==> src/rtl/lfsr_seq_ctrl.sv <==
// lfsr_seq_ctrl: command-driven sequencer streaming Fibonacci LFSR states over valid/ready.
// Define LFSR_PERIOD_CHECK_EN to enable the seed-return (wrap) detector and period capture.
`timescale 1ns/1ps

module lfsr_seq_ctrl #(
    parameter int unsigned      WIDTH        = 8,
    parameter logic [WIDTH-1:0] TAPS         = WIDTH'(8'h1D),
    parameter int unsigned      CNT_W        = 16,
    parameter logic [WIDTH-1:0] DEFAULT_SEED = WIDTH'(8'h01)
) (
    input  logic             clk,
    input  logic             rst,
    input  logic             cmd_valid,
    output logic             cmd_ready,
    input  logic [WIDTH-1:0] cmd_seed,
    input  logic [CNT_W-1:0] cmd_count,
    input  logic             abort,
    output logic             out_valid,
    input  logic             out_ready,
    output logic [WIDTH-1:0] out_data,
    output logic             busy,
    output logic             done,
    output logic             seed_err,
    output logic             wrap
);

    typedef enum logic [1:0] {
        IDLE = 2'd0,
        RUN  = 2'd1,
        DONE = 2'd2
    } state_t;

    state_t           r_state;
    state_t           w_state_nxt;

    logic [WIDTH-1:0] r_lfsr;
    logic [WIDTH-1:0] w_lfsr_nxt;
    logic [CNT_W-1:0] r_remaining;
    logic [CNT_W-1:0] w_remaining_nxt;

    logic             r_cmd_ready;
    logic             r_out_valid;
    logic             r_busy;
    logic             r_done;
    logic             r_seed_err;
    logic             w_seed_err_nxt;

    logic             w_accept;
    logic             w_xfer;
    logic             w_seed_zero;
    logic [WIDTH-1:0] w_seed_sel;
    logic             w_fb;
    logic [WIDTH-1:0] w_lfsr_step;

    // Handshake qualifiers and LFSR datapath
    assign w_accept    = (r_state == IDLE) && cmd_valid;
    assign w_xfer      = (r_state == RUN) && out_ready;
    assign w_seed_zero = (cmd_seed == '0);
    assign w_seed_sel  = w_seed_zero ? DEFAULT_SEED : cmd_seed;
    assign w_fb        = ^(r_lfsr & TAPS);
    assign w_lfsr_step = {w_fb, r_lfsr[WIDTH-1:1]};

    // State register
    always_ff @(posedge clk) begin
        if (!rst) begin
            r_state <= IDLE;
        end else begin
            r_state <= w_state_nxt;
        end
    end

    // Next-state, datapath and pulse decode
    always_comb begin
        w_state_nxt     = r_state;
        w_lfsr_nxt      = r_lfsr;
        w_remaining_nxt = r_remaining;
        w_seed_err_nxt  = 1'b0;

        case (r_state)
            IDLE: begin
                if (w_accept) begin
                    w_lfsr_nxt      = w_seed_sel;
                    w_remaining_nxt = cmd_count;
                    w_seed_err_nxt  = w_seed_zero;
                    w_state_nxt     = (cmd_count == '0) ? DONE : RUN;
                end
            end
            RUN: begin
                if (w_xfer) begin
                    w_lfsr_nxt      = w_lfsr_step;
                    w_remaining_nxt = r_remaining - CNT_W'(1);
                    if (r_remaining == CNT_W'(1)) begin
                        w_state_nxt = DONE;
                    end
                end
                // abort wins over completion: no done pulse after an abort
                if (abort) begin
                    w_state_nxt = IDLE;
                end
            end
            DONE: begin
                w_state_nxt = IDLE;
            end
            default: begin
                w_state_nxt = IDLE;
            end
        endcase
    end

    // Datapath and registered outputs, derived from the upcoming state
    always_ff @(posedge clk) begin
        if (!rst) begin
            r_lfsr      <= '0;
            r_remaining <= '0;
            r_cmd_ready <= 1'b1;
            r_out_valid <= 1'b0;
            r_busy      <= 1'b0;
            r_done      <= 1'b0;
            r_seed_err  <= 1'b0;
        end else begin
            r_lfsr      <= w_lfsr_nxt;
            r_remaining <= w_remaining_nxt;
            r_cmd_ready <= (w_state_nxt == IDLE);
            r_out_valid <= (w_state_nxt == RUN);
            r_busy      <= (w_state_nxt != IDLE);
            r_done      <= (w_state_nxt == DONE);
            r_seed_err  <= w_seed_err_nxt;
        end
    end

    assign cmd_ready = r_cmd_ready;
    assign out_valid = r_out_valid;
    assign out_data  = r_lfsr;
    assign busy      = r_busy;
    assign done      = r_done;
    assign seed_err  = r_seed_err;

`ifdef LFSR_PERIOD_CHECK_EN
    logic [WIDTH-1:0] r_seed_reg;
    logic [CNT_W-1:0] r_step_cnt;
    logic [CNT_W-1:0] r_period_len;
    logic             r_wrap;

    // Flags a return to the seed; period_len is a debug-only capture of the step count
    always_ff @(posedge clk) begin
        if (!rst) begin
            r_seed_reg   <= '0;
            r_step_cnt   <= '0;
            r_period_len <= '0;
            r_wrap       <= 1'b0;
        end else begin
            r_wrap <= 1'b0;
            if (w_accept) begin
                r_seed_reg <= w_seed_sel;
                r_step_cnt <= '0;
            end else if (w_xfer) begin
                r_step_cnt <= r_step_cnt + CNT_W'(1);
                if (w_lfsr_step == r_seed_reg) begin
                    r_wrap       <= 1'b1;
                    r_period_len <= r_step_cnt + CNT_W'(1);
                end
            end
        end
    end

    assign wrap = r_wrap;
`else
    assign wrap = 1'b0;
`endif

endmodule

==> config.mk <==
export PLATFORM = sky130hd
export DESIGN_NAME = lfsr_seq_ctrl
export DESIGN_NICKNAME = d
export VERILOG_FILES = /design/src/rtl/lfsr_seq_ctrl.sv
export SDC_FILE = /design/constraint.sdc
export NUM_CORES = 1
export LEC_CHECK = 0
export CAP_MARGIN = 30
export CORE_ASPECT_RATIO = 1.2
export CORE_MARGIN = 4
export CORE_UTILIZATION = 65
export CTS_BUF_LIST = sky130_fd_sc_hd__clkbuf_4 sky130_fd_sc_hd__clkbuf_8 sky130_fd_sc_hd__clkbuf_16
export CTS_CLUSTER_DIAMETER = 150
export DETAILED_ROUTE_END_ITERATION = 10
export DONT_BUFFER_PORTS = 1
export PLACE_DENSITY_LB_ADDON = 0.25
export RECOVER_POWER = 100
export SLEW_MARGIN = 20
export SYNTH_ARGS = -nofsm -noshare
export SYNTH_HDL_FRONTEND = slang
export SYNTH_SLANG_ARGS = --single-unit
==> constraint.sdc <==
create_clock -name clk -period 2.4 [get_ports clk]
set_input_delay 0.36 -clock clk [delete_from_list [all_inputs] [get_ports clk]]
set_output_delay 0.36 -clock clk [all_outputs]
set_load 0.01 [all_outputs]
Word level (Yosys, flattened, before mapping)
Cells that the tools add are included.
{ "totals": {"regBits": 31, "latchBits": 0, "ramBits": 0, "rom_bits": 0, "input_bits": 29, "out_inout_bits": 14, "wordCells": 39, "n_memories": 0} }
{ "classes": {"addsub": 1, "n_mul": 0, "div": 0, "n_lt_le_gt_ge": 0, "n_eq_ne": 6, "shift": 0, "muxes": 13, "n_bitwise": 0, "n_reduce_logical": 11} }
{ "ops": {"columns": ["cell", "count"], "rows": [
  ["16-bit 2-to-1 mux", 2],
  ["16-bit case mux with 2 select lines", 1],
  ["8-bit 2-to-1 mux", 3],
  ["16-bit by 1-bit == test with 1-bit output (second input constant)", 1],
  ["16-bit logical NOT", 1],
  ["8-bit case mux with 2 select lines", 1],
  ["16-bit by 1-bit subtractor with 16-bit output (second input constant)", 1],
  ["2-bit 2-to-1 mux", 5],
  ["8-bit logical NOT", 1],
  ["8-bit XOR reduction", 1],
  ["3-bit AND reduction", 2],
  ["2-bit by 1-bit == test with 1-bit output (second input constant)", 2],
  ["2-bit logical NOT", 2],
  ["2-bit != test (second input constant)", 2],
  ["2-bit case mux with 2 select lines", 1],
  ["2-bit nonzero test", 2],
  ["2-bit == test (second input constant)", 1],
  ["1-bit logical AND", 2]
]} }

Longest topological paths before layout
{ "depth": {"ltp_word": 6, "mapped_depth": 6, "depth_no_buf": 6} }

Least setup slack after synthesis
No wires, ideal clock.
{ "synth_path": {"kind": "register -> register", "start": "reg r_remaining[0]", "end": "reg r_remaining[8]", "setup_ns": 0.074, "arrival_time_ns": 1.562, "t_required_ns": 2.326, "slack_ns": 0.764, "stages_incl_launch_ff": 7, "n_path_buf": 0, "period_less_slack_ns": 1.636, "cell_sequence": "dfxtp_1 inv_1 ha_1 nor3b_2 nand3_1 or4_1 a31oi_1"} }
{ "synth_between": {"elab_chain_len": 3} }
{ "synth_lines": {"columns": ["element", "line_no", "text"], "rows": [
  ["start, declared", "38", "logic [CNT_W-1:0] r_remaining;"],
  ["start signal, assigned", "122", "r_remaining <= w_remaining_nxt;"],
  ["16-bit by 1-bit subtractor with 16-bit output", "91", "w_remaining_nxt = r_remaining - CNT_W'(1);"],
  ["16-bit 2-to-1 mux", "89", "if (w_xfer) begin"],
  ["16-bit case mux with 2 select lines", "79", "case (r_state)"]
]} }
No other way between the ends. The select of a mux whose other input is x is not followed.
A chain may end at the register's enable or synchronous reset.

Final worst setup path
{ "layout_path": {"start": "reg r_state[1]", "end": "reg r_remaining[11]"} }
{ "layout_between": {"elab_chain_len": 4, "word_cells_on_any_way": 9, "classes_between": "eq/ne: 3; mux: 1; reduce/logical: 5"} }
{ "layout_lines": {"columns": ["element", "line_no", "text"], "rows": [
  ["start, declared", "33", "state_t r_state;"],
  ["start signal, assigned", "68", "r_state <= w_state_nxt;"],
  ["2-bit by 1-bit == test with 1-bit output / 2-bit logical NOT (equally long branches)", "57, 79, 56", null],
  ["1-bit logical AND, on equally long branches", "57, 56", null],
  ["2-bit != test (no line)", null, null],
  ["3-bit AND reduction (no line)", null, null]
]} }
Several ways; a longest one is shown, not always the timed one.

==> impl_metrics.json <==
{
  "status": "finished clean",
  "vias": 1814,
  "grt_usage": 0.2779,
  "leakage_nw": 0.6874,
  "cts_resized": 0,
  "rows": 20,
  "die_y_um": 65.80,
  "die_w_um": 56.16,
  "grt_antenna_before_repair": 0,
  "worst-setup-path-type": "flip-flop to flip-flop",
  "arrival_ns": 2.46,
  "clock-sinks": 31,
  "cts_root_buf": "clkbuf_4",
  "grt_max_degree": 23,
  "synth_area_um2": 1809,
  "dp_cells": 254,
  "startpoint_type": "flip-flop",
  "clkTransAtPathRegs_ns": 0.11,
  "ios": 43,
  "dieArea_um2": 3695,
  "grt.overflow.total": 0,
  "area_delta_synth_final_pct": 5.325,
  "syn_nets": 260,
  "post_cts_buffers": 0,
  "viasPerCell": 6.924,
  "grt_setup_unrepaired": "false",
  "ys.flop_type": "dfxtp_1",
  "clockBufferDepth": 2,
  "crit-reg2reg-launch": "r_state[1]$_SDFF_PN0_",
  "dp_hpwl_um": 3571,
  "drv_slew": 0,
  "gp_congestion": 0.9906,
  "max_slew_margin": 0.5649,
  "drt_iter0_markers": 142,
  "yosysUniqueCellTypes": 50,
  "synth_top_area_frac": 0.3430,
  "synth_edf_count": 0,
  "tightest_slew_ns": 0.6527,
  "grt_pass1_wl_um": 8004,
  "timing.rr.end": "r_remaining[11]$_SDFFE_PN0P_",
  "numCtsBuffers": 5,
  "yosysTopAreaCell": "dfxtp_1",
  "cts_tree": "done",
  "coreArea_um2": 2603,
  "min_from": "rst",
  "rrSetupSlack_ns": 0.18,
  "whs_path_depth": 1,
  "finalCritPeriodShare": 0.9257,
  "nFillCells": 214,
  "ys_warn_count": 0,
  "setup_viol": 0,
  "synth_area_leaders": "dfxtp_1 (34%), nand2_1 (5.2%), a21oi_1 (3.9%)",
  "skew_ns": 0.009601,
  "hold_class": "input pin to flip-flop",
  "async_flop_share": 0,
  "final_nets": 259,
  "htree_levels": 2,
  "start_util": 0.6952,
  "ys_ff_latch": 31,
  "postRouteAntennaNets": 0,
  "synth.avg_cell_area_um2": 7.901,
  "cp_max_fo": 17,
  "drtPass1Iterations": 4,
  "min_period_ns": 2.222,
  "synth.most_common_cell": "dfxtp_1",
  "cts_hold_buf": 0,
  "drc_errors": 0,
  "drv_cap": 0,
  "fmax_mhz": 450.1,
  "critPathCapture": "r_remaining[11]$_SDFFE_PN0P_",
  "hold_violations": 0,
  "n_antenna_cell": 0,
  "ys_seq_area_frac": 0.3430,
  "cp.required_ns": 2.64,
  "wire_per_inst_um": 18.34,
  "grt_pass1_vias": 1777,
  "synthTopCellsByCount": "dfxtp_1 (31), nand2_1 (25), nor2_1 (17)",
  "vdd_drop_max_v": 0.0005405,
  "worstSetupStartpoint": "r_state[1]$_SDFF_PN0_",
  "cp-end-kind": "flip-flop",
  "port_buffers": 0,
  "drive_above_1_share": 0.08297,
  "syn_inst": 229,
  "worstSkewPairLatency_ns": 0.34,
  "fin_cells": 262,
  "power_density_nw_per_um2": 719.2,
  "routed_wirelength_um": 4805,
  "fin_setup_tns_ns": 0,
  "r2r_cells": 6
}
-- layer usage --
metal | vias to the layer above | global-route usage | part of all wire | routed length (um)
met2 | 105 | 0.4839 | 0.48 | 2312
met1 | 827 | 0.2966 | 0.37 | 1794
li1 | 866 | - | - | -
met3 | 16 | 0.1016 | 0.11 | 544
met4 | 0 | 0.1335 | 0.032 | 153
met5 | - | 0 | 0 | 0
-- how the worst min path moves through the flow --
stage / endpoint / slack [ns]
finish: r_remaining[7]$_SDFFE_PN0P_ / 0.13
global route: r_remaining[7]$_SDFFE_PN0P_ / 0.12
CTS: r_remaining[7]$_SDFFE_PN0P_ / 0.13
detailed placement: r_remaining[7]$_SDFFE_PN0P_ / 0.49
global placement: r_remaining[7]$_SDFFE_PN0P_ / 0.48
floorplan: r_remaining[9]$_SDFFE_PN0P_ / 0.49
-- power by group --
part / internal, mW / switching [mW] / leakage, nW / total [mW]
registers: 0.559 / 0.0667 / 0.256 / 0.626
clock network: 0.246 / 0.190 / 0.0482 / 0.436
logic: 0.129 / 0.179 / 0.383 / 0.308
total: 0.934 / 0.436 / 0.687 / 1.37
-- placed cells by master, fill, tap and decap left out, drive strengths merged, types with 4 or more instances in the layout --
cell,instances
nor3,10
a21oi,14
clkbuf,9
dfxtp,31
nor4b,5
nand2,25
o21ai,11
or4,6
nand3,4
buf,4
a311oi,6
nor4,10
nor2b,4
inv,7
nand4,7
nor2,17
-- worst max-delay path, stage by stage, from the launching register on --
cell and delay (ns):
dfxtp_1 0.32, clkbuf_1 0.50, nand2b_1 0.33, clkbuf_1 0.47, or4_1 0.20, nor2_1 0.04
o31a_1 0.27
-- flip-flops by register name (all words and copies together) (netlist names) --
| name | flops |
|---|---|
| done | 1 |
| r_state | 2 |
| busy | 1 |
| out_valid | 1 |
| r_remaining | 16 |
| out_data | 8 |
| cmd_ready | 1 |
| seed_err | 1 |
-- through the flow --
step                utilization  power [mW]  cell area [um^2]  hold slack, ns  worst slack (ns)
finish                   0.7322       1.370              1906          0.1331            0.1783
global route             0.7322       1.438              1906          0.1214           0.06205
CTS                      0.7361       1.369              1916          0.1315            0.2503
detailed placement       0.7029      0.9402              1829          0.4925            0.2745
global placement         0.7029      0.9239              1829          0.4844            0.4553
floorplan                     -      0.8632              1809          0.4876            0.7635
-- logic make-up after synthesis --
logic type               synth area share
AND/OR/NAND/NOR                    0.3105
buffers and inverters             0.05533
adder cells (fa/ha/maj)           0.01383
flip-flops                         0.3430
XOR/XNOR                          0.01453
AO/OA/AOI/OAI                      0.2434
other                            0.002073
multiplexers                      0.01729
-- layout make-up --
class | instances | area [um^2] | area share
multi-input combinational | 176 | 1089 | 0.5712
clock buffer | 6 | 51.30 | 0.02692
clock inverter | 2 | 35.03 | 0.01838
sequential | 31 | 620.6 | 0.3257
tap | 33 | 41.29 | 0.02167
inverter | 7 | 26.28 | 0.01379
timing repair buffer | 7 | 42.54 | 0.02232
Note: power is estimated with default switching activity, not from simulation.
